===== config.mk =====
export PLATFORM = sky130hd
export DESIGN_NAME = if_fetch_stage_flat
export DESIGN_NICKNAME = d
export VERILOG_FILES = /design/src/rtl/if_fetch_stage_if.sv /design/src/rtl/if_fetch_stage.sv /design/src/flat_wrapper.sv
export SDC_FILE = /design/constraint.sdc
export NUM_CORES = 1
export LEC_CHECK = 0
export BUFFER_PORTS_ARGS = -buffer_cell sky130_fd_sc_hd__buf_4
export CAP_MARGIN = 10
export CORE_ASPECT_RATIO = 0.7
export CORE_MARGIN = 4
export CORE_UTILIZATION = 55
export DETAILED_ROUTE_END_ITERATION = 16
export PLACE_DENSITY = 0.83
export SLEW_MARGIN = 20
export SYNTH_ARGS = -nofsm -noshare
export SYNTH_HDL_FRONTEND = slang
export SYNTH_SLANG_ARGS = --single-unit

===== constraint.sdc =====
create_clock -name clk -period 6.6 [get_ports clk]
set_clock_uncertainty 0.1 [all_clocks]
set_input_delay 0.66 -clock clk [delete_from_list [all_inputs] [get_ports clk]]
set_output_delay 0.66 -clock clk [all_outputs]
set_load 0.02 [all_outputs]

===== src/rtl/if_fetch_stage_if.sv =====
// rtl/if_fetch_stage_if.sv - fetch-stage control, instruction-memory and IF/ID signal bundle
// Optional feature macro: IF_MISALIGN_EN adds id_misalign to the bundle.
interface if_fetch_stage_if;
  logic        redirect;
  logic [31:0] redirect_pc;
  logic        stall;
  logic        imem_req;
  logic [31:0] imem_addr;
  logic        imem_gnt;
  logic        imem_rvalid;
  logic [31:0] imem_rdata;
  logic        id_valid;
  logic [31:0] id_pc;
  logic [31:0] id_pc4;
  logic [31:0] id_inst;
`ifdef IF_MISALIGN_EN
  logic        id_misalign;

  // Fetch stage view: it masters the instruction-memory bus and drives IF/ID.
  modport master (
    input  redirect, redirect_pc, stall, imem_gnt, imem_rvalid, imem_rdata,
    output imem_req, imem_addr, id_valid, id_pc, id_pc4, id_inst, id_misalign
  );

  // Environment view: memory, hazard unit, next-PC block and decode.
  modport slave (
    output redirect, redirect_pc, stall, imem_gnt, imem_rvalid, imem_rdata,
    input  imem_req, imem_addr, id_valid, id_pc, id_pc4, id_inst, id_misalign
  );
`else
  // Fetch stage view: it masters the instruction-memory bus and drives IF/ID.
  modport master (
    input  redirect, redirect_pc, stall, imem_gnt, imem_rvalid, imem_rdata,
    output imem_req, imem_addr, id_valid, id_pc, id_pc4, id_inst
  );

  // Environment view: memory, hazard unit, next-PC block and decode.
  modport slave (
    output redirect, redirect_pc, stall, imem_gnt, imem_rvalid, imem_rdata,
    input  imem_req, imem_addr, id_valid, id_pc, id_pc4, id_inst
  );
`endif
endinterface


===== src/rtl/if_fetch_stage.sv =====
// rtl/if_fetch_stage.sv - instruction fetch stage: PC register, single-outstanding imem fetch, IF/ID register
// Optional feature macro: IF_MISALIGN_EN (misaligned redirect traps into IF/ID instead of fetching).
module if_fetch_stage #(
  parameter logic [31:0] RESET_PC = 32'h0000_0000,
  parameter logic [31:0] NOP_INST = 32'h0000_0013
) (
  input  logic             clk,
  input  logic             rst,
  if_fetch_stage_if.master bus
);

`ifdef IF_MISALIGN_EN
  typedef enum logic [2:0] {
    S_REQ  = 3'd0,
    S_WAIT = 3'd1,
    S_HOLD = 3'd2,
    S_DROP = 3'd3,
    S_TRAP = 3'd4
  } state_t;
`else
  typedef enum logic [1:0] {
    S_REQ  = 2'd0,
    S_WAIT = 2'd1,
    S_HOLD = 2'd2,
    S_DROP = 2'd3
  } state_t;
`endif

  state_t      r_state;
  state_t      w_state_nxt;
  logic [31:0] r_pc;
  logic [31:0] w_pc4;
  logic [31:0] r_hold_inst;
  logic [31:0] w_redirect_pc;
  logic        w_deliver;
  logic [31:0] w_deliver_inst;
  logic        w_capture;
  logic        r_id_valid;
  logic [31:0] r_id_pc;
  logic [31:0] r_id_pc4;
  logic [31:0] r_id_inst;
`ifdef IF_MISALIGN_EN
  logic        w_misalign_tgt;
  logic        w_trap_load;
  logic        r_trap_done;
  logic        r_id_misalign;
`endif

  // Sequential PC; wraps modulo 2^32 naturally.
  assign w_pc4 = r_pc + 32'd4;

`ifdef IF_MISALIGN_EN
  // Misaligned targets are kept as-is so the trap can report the exact PC.
  assign w_redirect_pc  = bus.redirect_pc;
  assign w_misalign_tgt = (bus.redirect_pc[1:0] != 2'b00);
`else
  // Without trap support the low bits are meaningless and are cleared.
  assign w_redirect_pc = bus.redirect_pc & ~32'd3;
`endif

  assign bus.imem_req  = (r_state == S_REQ) && !rst;
  assign bus.imem_addr = r_pc;
  assign bus.id_valid  = r_id_valid;
  assign bus.id_pc     = r_id_pc;
  assign bus.id_pc4    = r_id_pc4;
  assign bus.id_inst   = r_id_inst;
`ifdef IF_MISALIGN_EN
  assign bus.id_misalign = r_id_misalign;
`endif

  // Next-state and per-cycle actions; redirect outranks every other event.
  always_comb begin
    w_state_nxt    = r_state;
    w_deliver      = 1'b0;
    w_deliver_inst = r_hold_inst;
    w_capture      = 1'b0;
`ifdef IF_MISALIGN_EN
    w_trap_load    = 1'b0;
`endif
    if (bus.redirect) begin
`ifdef IF_MISALIGN_EN
      if (w_misalign_tgt) begin
        // No fetch is issued for a misaligned target; any response in flight is ignored.
        w_state_nxt = S_TRAP;
      end else
`endif
      begin
        case (r_state)
          // A granted request carries the old address: its response must be dropped.
          S_REQ:   w_state_nxt = bus.imem_gnt ? S_DROP : S_REQ;
          S_WAIT:  w_state_nxt = bus.imem_rvalid ? S_REQ : S_DROP;
          S_DROP:  w_state_nxt = bus.imem_rvalid ? S_REQ : S_DROP;
          default: w_state_nxt = S_REQ;
        endcase
      end
    end else begin
      case (r_state)
        S_REQ: begin
          if (bus.imem_gnt) begin
            w_state_nxt = S_WAIT;
          end
        end
        S_WAIT: begin
          if (bus.imem_rvalid) begin
            if (bus.stall) begin
              w_capture   = 1'b1;
              w_state_nxt = S_HOLD;
            end else begin
              w_deliver      = 1'b1;
              w_deliver_inst = bus.imem_rdata;
              w_state_nxt    = S_REQ;
            end
          end
        end
        S_HOLD: begin
          if (!bus.stall) begin
            w_deliver      = 1'b1;
            w_deliver_inst = r_hold_inst;
            w_state_nxt    = S_REQ;
          end
        end
        S_DROP: begin
          if (bus.imem_rvalid) begin
            w_state_nxt = S_REQ;
          end
        end
`ifdef IF_MISALIGN_EN
        S_TRAP: begin
          // The trap marker enters IF/ID once; fetch then idles until redirected.
          if (!bus.stall && !r_trap_done) begin
            w_trap_load = 1'b1;
          end
        end
`endif
        default: w_state_nxt = S_REQ;
      endcase
    end
  end

  // State, PC and stalled-response buffer.
  always_ff @(posedge clk) begin
    if (rst) begin
      r_state     <= S_REQ;
      r_pc        <= RESET_PC;
      r_hold_inst <= NOP_INST;
    end else begin
      r_state <= w_state_nxt;
      if (bus.redirect) begin
        r_pc <= w_redirect_pc;
      end else if (w_deliver) begin
        r_pc <= w_pc4;
      end
      if (w_capture) begin
        r_hold_inst <= bus.imem_rdata;
      end
    end
  end

  // IF/ID register: redirect flushes, delivery loads, stall holds, otherwise bubble.
  always_ff @(posedge clk) begin
    if (rst) begin
      r_id_valid <= 1'b0;
      r_id_pc    <= 32'd0;
      r_id_pc4   <= 32'd4;
      r_id_inst  <= NOP_INST;
    end else if (bus.redirect) begin
      r_id_valid <= 1'b0;
      r_id_inst  <= NOP_INST;
    end else if (w_deliver) begin
      r_id_valid <= 1'b1;
      r_id_pc    <= r_pc;
      r_id_pc4   <= w_pc4;
      r_id_inst  <= w_deliver_inst;
`ifdef IF_MISALIGN_EN
    end else if (w_trap_load) begin
      r_id_valid <= 1'b1;
      r_id_pc    <= r_pc;
      r_id_pc4   <= w_pc4;
      r_id_inst  <= NOP_INST;
`endif
    end else if (!bus.stall) begin
      r_id_valid <= 1'b0;
      r_id_inst  <= NOP_INST;
    end
  end

`ifdef IF_MISALIGN_EN
  // Misalign flag follows IF/ID: set only by the trap load, cleared by any other load.
  always_ff @(posedge clk) begin
    if (rst) begin
      r_id_misalign <= 1'b0;
      r_trap_done   <= 1'b0;
    end else if (bus.redirect) begin
      r_id_misalign <= 1'b0;
      r_trap_done   <= 1'b0;
    end else if (w_deliver) begin
      r_id_misalign <= 1'b0;
    end else if (w_trap_load) begin
      r_id_misalign <= 1'b1;
      r_trap_done   <= 1'b1;
    end else if (!bus.stall) begin
      r_id_misalign <= 1'b0;
    end
  end
`endif

endmodule


===== src/flat_wrapper.sv =====
// flat-port wrapper written by rule: the top's interface ports become plain ports
module if_fetch_stage_flat 
#(
  parameter logic [31:0] RESET_PC = 32'h0000_0000,
  parameter logic [31:0] NOP_INST = 32'h0000_0013
)
  (clk, rst, bus_redirect, bus_redirect_pc, bus_stall, bus_imem_gnt, bus_imem_rvalid, bus_imem_rdata, bus_imem_req, bus_imem_addr, bus_id_valid, bus_id_pc, bus_id_pc4, bus_id_inst);
  if_fetch_stage_if bus_i ();
  input  logic clk;
  input  logic rst;
  input wire logic [$bits(bus_i.redirect)-1:0] bus_redirect;
  input wire logic [$bits(bus_i.redirect_pc)-1:0] bus_redirect_pc;
  input wire logic [$bits(bus_i.stall)-1:0] bus_stall;
  input wire logic [$bits(bus_i.imem_gnt)-1:0] bus_imem_gnt;
  input wire logic [$bits(bus_i.imem_rvalid)-1:0] bus_imem_rvalid;
  input wire logic [$bits(bus_i.imem_rdata)-1:0] bus_imem_rdata;
  output wire logic [$bits(bus_i.imem_req)-1:0] bus_imem_req;
  output wire logic [$bits(bus_i.imem_addr)-1:0] bus_imem_addr;
  output wire logic [$bits(bus_i.id_valid)-1:0] bus_id_valid;
  output wire logic [$bits(bus_i.id_pc)-1:0] bus_id_pc;
  output wire logic [$bits(bus_i.id_pc4)-1:0] bus_id_pc4;
  output wire logic [$bits(bus_i.id_inst)-1:0] bus_id_inst;
  assign bus_i.redirect = bus_redirect;
  assign bus_i.redirect_pc = bus_redirect_pc;
  assign bus_i.stall = bus_stall;
  assign bus_i.imem_gnt = bus_imem_gnt;
  assign bus_i.imem_rvalid = bus_imem_rvalid;
  assign bus_i.imem_rdata = bus_imem_rdata;
  assign bus_imem_req = bus_i.imem_req;
  assign bus_imem_addr = bus_i.imem_addr;
  assign bus_id_valid = bus_i.id_valid;
  assign bus_id_pc = bus_i.id_pc;
  assign bus_id_pc4 = bus_i.id_pc4;
  assign bus_id_inst = bus_i.id_inst;
  if_fetch_stage #(.RESET_PC(RESET_PC), .NOP_INST(NOP_INST)) u_core (.clk(clk), .rst(rst), .bus(bus_i));
endmodule

# After elaboration in Yosys (flattened, before gate mapping)
# Index checks and enable logic that the tools add are counted.
word_totals:
  inputBits: 70
  ff_bits: 163
  out_inout_bits: 130
classes:
  n_eq_ne: 8
  reduce_logical: 8
  addsub: 1
  muxes: 27
  bitwise: 1
ops:
  columns: ["operator", "count"]
  rows:
  - ["two-way mux 32 bit", 7]
  - ["adder 32 x 3 -> 32 bit (second input constant)", 1]
  - ["two-way mux 2 bit", 8]
  - ["!= test 3 bit (second input constant)", 4]
  - ["two-way mux 1 bit", 9]
  - ["case mux 2 bit (4 select lines)", 1]
  - ["equality test 2 bit (second input constant)", 2]
  - ["case mux 2 bit (2 select lines)", 1]
  - ["AND reduction 4 bit", 1]
  - ["OR reduction 2 bit", 2]
  - ["equality test 2 x 1 -> 1 bit (second input constant)", 1]
  - ["zero test 2 bit", 1]
  - ["!= test 2 x 1 -> 1 bit (second input constant)", 1]
  - ["case mux 1 bit (2 select lines)", 1]
  - ["AND reduction 2 bit", 1]
  - ["nonzero test 2 bit", 1]
  - ["logical AND 1 bit", 1]
  - ["zero test 1 bit", 1]
  - ["NOT 1 bit", 1]

# Longest topological paths before layout
logic_depth:
  word_depth: 6
  mapped_depth: 9
  mapped_depth_nobuf: 6

# Worst setup path after synthesis
# No wires, ideal clock.
synth_path:
  path_type: "register to register"
  from: "register u_core.r_pc[2], in the netlist u_core.bus.imem_addr[2]"
  to: "register u_core.r_pc[18], in the netlist u_core.bus.imem_addr[18]"
  path_stages_with_launch: 7
  t_arrival_ns: 2.222
  slack_ns: 4.188
  required_time_ns: 6.409
  setup_time_ns: 0.091
  period_less_slack_ns: 2.412
  path_cell_list: "dfxtp_1 > ha_1 > nand4_2 > or4_4 > buf_6 > or4_1 > a311oi_1"
synth_between:
  elab_chain_cells: 3
synth_lines:
  columns: ["element", "line", "source"]
  rows:
  - ["start, declared", "if_fetch_stage.sv:31", "logic [31:0] r_pc;"]
  - ["start signal, assigned", "if_fetch_stage.sv:149", "r_pc <= w_redirect_pc;"]
  - ["start signal, assigned", "if_fetch_stage.sv:151", "r_pc <= w_pc4;"]
  - ["adder 32 x 3 -> 32 bit", "if_fetch_stage.sv:50", "assign w_pc4 = r_pc + 32'd4;"]
  - ["two-way mux 32 bit", "if_fetch_stage.sv:150", "end else if (w_deliver) begin"]
  - ["two-way mux 32 bit", "if_fetch_stage.sv:148", "if (bus.redirect) begin"]
# No other way between the ends. The select of a mux whose other input is x is not followed.
# A chain may end at the register's enable or synchronous reset.

# Final worst setup path
layout_path:
  from: "register u_core.r_state[1]"
  to: "register u_core.r_id_pc4[12], in the netlist u_core.bus.id_pc4[12]"
layout_between:
  elab_chain_cells: 4
  elab_cells_between_ends: 5
  classes_between: "eq/ne: 2; mux: 2; reduce/logical: 1"
layout_lines:
  columns: ["element", "line", "source"]
  rows:
  - ["start, declared", "if_fetch_stage.sv:29", "state_t r_state;"]
  - ["start signal, assigned", "if_fetch_stage.sv:147", "r_state <= w_state_nxt;"]
  - ["equality test 2 bit or equality test 2 x 1 -> 1 bit (tied branches)", "if_fetch_stage.sv:97", "case (r_state)"]
  - ["case mux 1 bit (2 select lines) (*)", "if_fetch_stage.sv:97", null]
  - ["two-way mux 1 bit (*)", "if_fetch_stage.sv:80", "if (bus.redirect) begin"]
  - ["AND reduction 2 bit (no line) (*)", null, null]
  - ["end signal, assigned", "if_fetch_stage.sv:172", "r_id_pc4 <= w_pc4;"]
  - ["end, declared", "if_fetch_stage.sv:40", "logic [31:0] r_id_pc4;"]
# Every way passes the cells marked *; elsewhere a longest branch is shown, timed or not.

==> summary.md <==
| Metric | Value |
|---|---|
| Crit path launch | u_core.r_state[1] |
| Initial antenna violation count | 0 |
| Number of synthesized flops with an enable pin | 0 |
| Endpoints failing setup | 0 |
| Drt initial violations | 520 |
| Status | finished, final reports clean |
| Avg WL per Cell | roughly 17 microns |
| RSZ-0062 raised after global routing | no |
| DRC | 0 |
| Post-synthesis instance area | slightly above 0.007 sq mm |
| CTS sink count | around 160 |
| Slew margin rel. | 0.305 |
| Final Cell Area | just over 0.009 sq mm |
| FF-to-FF Start | u_core.r_state[1] |
| CTS tree | built |
| Pre-antenna DRT Iters | 5 |
| Clk buf depth | 2 |
| PwrDens | between 200 and 300 mW/mm^2 |
| Tot GR Track Use | 0.260 |
| Post-synth top area cell | dfxtp_1 |
| Most common cell in the netlist | dfxtp_1 |
| Startpoint Class | flip-flop |
| Post-synthesis cell type count | 55 |
| Worst path top cell family by delay | buffers and inverters |
| Setup CP Type | reg -> reg |
| Sequential cell area | roughly 0.0031 sq mm |
| Hold Crit Class | reg -> reg |
| Max cap viols | 0 |
| Core area | roughly 0.013 sq mm |
| CP Data Arrival Time | ~3.4 ns |
| Fin nets | about 1100 |
| Post-synth top area share | 0.432 |
| Initial Utilization | 0.574 |
| Crit path max-delay cell type | buf_4 |
| Final Cycle Share | 0.476 |
| Total negative slack | 0 ns |
| Delay of the slowest critical-path stage | ~0.64 ns |
| IO buf count | roughly 190 |
| Fmax | roughly 0.32 GHz |
| Vias in the first global route | 6326 |
| Via count | between 6000 and 7000 |
| PostCTS Resize Cnt | 0 |
| Final Hold Viols | 0 |
| Routed WL | a little over 20000 microns |
| Final Max Tran Viols | 0 |
| Pin count of the biggest net entering global routing | 85 |
| Syn avg cell area | around 8.3 sq um |
| Area of the multi-input gates | 0.00368 sq mm |
| Pin slew with the least headroom to its limit | just over 1 ns |
| Cells after Synth | about 870 |
| CP cell instances | inv_1 > ha_1 > nand2b_1 > nor3_2 > buf_4 > buf_4 > nor2_1 > a211oi_1 |
| Die Footprint | ~0.015 sq mm |
| CP Max Fanout | 65 |
| Cell Rows | 34 |
| Post-DP Area | 0.00858 sq mm |
| Vert. Die Dim | between 100 and 150 microns |
| Io pins | 200 |
| Worst-path clk slew | 0.06 ns |
| N_diodes | 0 |
| HPWL after DPL | roughly 14000 microns |
| H-tree level count | 4 |
| Post-CTS Setup Bufs | 0 |
| Worst Path Buf+Inv | 3 |
| Share of post-route cells with drive strength above 1 | 0.274 |
| VDD IR max | between 0.2 and 0.25 mV |
| Antenna-violating nets left | 0 |
| Static leakage | 3.49 nW |
| First-pass GRT wire length | ~33000 microns |
| YS warnings | 0 |
| CTS buffer count | 17 |
| Ys flop type | dfxtp_1 |
| Synth top area cells | dfxtp_1, nand2_1, mux2_2, a21oi_1, nor2_1 |
| Vias per inst | between 5 and 6 |
| Critical Path RT | between 6 and 7 ns |
| Commonest cells in the netlist | dfxtp_1, nand2_1, nor2_1, a21oi_1, clkbuf_1 |
| CP endpoint kind | flip-flop |
| Layout area overhead | 25.8% |
| Min cycle time layout | approximately 3.1 ns |
| Chip width | around 150 microns |
| GR Overflow Total | 0 |
| Fillers | just over 1000 |
| Hold path startpoint | u_core.bus.id_pc[17] |
| #FFs+latches synth | between 150 and 200 |
| Async SR Flop Fraction | 0 |
| GPL Wtd Cong | 0.854 |
| Clock root buffer | clkbuf_16 |
| Skew-Pair Late Insertion Delay | ~0.41 ns |
| CTS Hold Bufs | 0 |
| Post-synthesis sequential area ratio | 0.432 |
| Crit-path most repeated cell | buf_4 |
| Worst reg-to-reg setup slack | between 3 and 4 ns |
[cell usage in the layout, fill, tap and decap left out, types with 6 or more instances in the layout]
master / Yosys / final
nor4_1: 8 / 8
or4_1: 19 / 19
conb_1: 1 / 6
xnor2_1: 7 / 7
a311oi_1: 24 / 24
nor3_1: 8 / 7
nand4_1: 14 / 14
a22oi_1: 29 / 29
or3_1: 12 / 12
clkbuf_16: 0 / 17
inv_1: 11 / 11
nand2_1: 147 / 147
ha_1: 7 / 7
a21oi_1: 65 / 65
o21ai_0: 18 / 18
mux2_2: 32 / 32
o21bai_1: 6 / 6
nand3_1: 18 / 18
nor2_1: 79 / 79
dfxtp_1: 157 / 157
o31ai_1: 14 / 14
buf_4: 10 / 201
a31oi_1: 8 / 8
a211oi_1: 22 / 22
xor2_1: 12 / 12
[metal layers]
metal,share of wire,vias to the layer above,track usage
met5,0,-,0
met4,0.015,0,0.0752
met3,0.089,25,0.0649
met2,0.44,289,0.390
met1,0.46,3231,0.371
li1,-,3381,-
[power by group]
part           internal [mW]  switching [mW]
Combinational          0.130           0.193
Clock                  0.536           0.416
Sequential             0.983          0.0490
Total                   1.65           0.658
[cells by family (layout without fill, tap and decap cells)]
kind of cell / after synthesis / count (layout) / synth area share
buffers and inverters: 106 / 243 / 0.0647
xor gates and xnor gates: 19 / 19 / 0.0229
muxes: 33 / 33 / 0.0509
adders and majority gates: 7 / 7 / 0.0120
DFF: 157 / 157 / 0.432
and+or+nand+nor: 348 / 348 / 0.232
other: 1 / 6 / 0.000516
AOI/OAI and AO/OA: 203 / 203 / 0.185
[final timing paths]
kind / depth (start not counted) / to
worst min-delay path: 2 / u_core.bus.id_pc[17]
worst max-delay path: 8 / u_core.bus.id_pc4[12]
worst min register to register: 2 / u_core.bus.id_pc[17]
worst max register to register: 8 / u_core.bus.id_pc4[12]
[stage by stage]
| step | power, mW | instances | utilization | hold WS (ns) | worst slack [ns] |
|---|---|---|---|---|---|
| after floorplan | 1.25 | 879 | - | 0.332 | 4.19 |
| after global placement | 1.37 | 1147 | 0.677 | 0.338 | 3.41 |
| after detailed placement | 1.37 | 1147 | 0.677 | 0.346 | 3.39 |
| after CTS | 2.31 | 1178 | 0.722 | 0.356 | 3.49 |
| after global routing | 2.39 | 1178 | 0.722 | 0.370 | 3.14 |
| final | 2.31 | 1178 | 0.722 | 0.356 | 3.46 |
[tightest hold or removal path: cells and delay by family (launching register included)]
kind	cells	cell delay (ns)
flops	1	0.31
compound gates	1	0.05
simple gates	1	0.05
[state kept, by name, summed over array words and instances, names as in the netlist]
register	count
u_core.bus.id_inst	32
u_core.bus.id_pc	30
u_core.bus.id_pc4	30
u_core.bus.id_valid	1
u_core.bus.imem_addr	30
u_core.r_hold_inst	32
u_core.r_state	2
[layout make-up]
class / instances / area share
Timing Repair Buffer: 201 / 0.165
Clock inverter: 13 / 0.0144
Multi-Input combinational cell: 616 / 0.403
Tap cell: 162 / 0.0221
Clock buffer: 18 / 0.0480
Sequential cell: 157 / 0.343
Inverter: 11 / 0.00451
(Power assumes the default switching activity.)
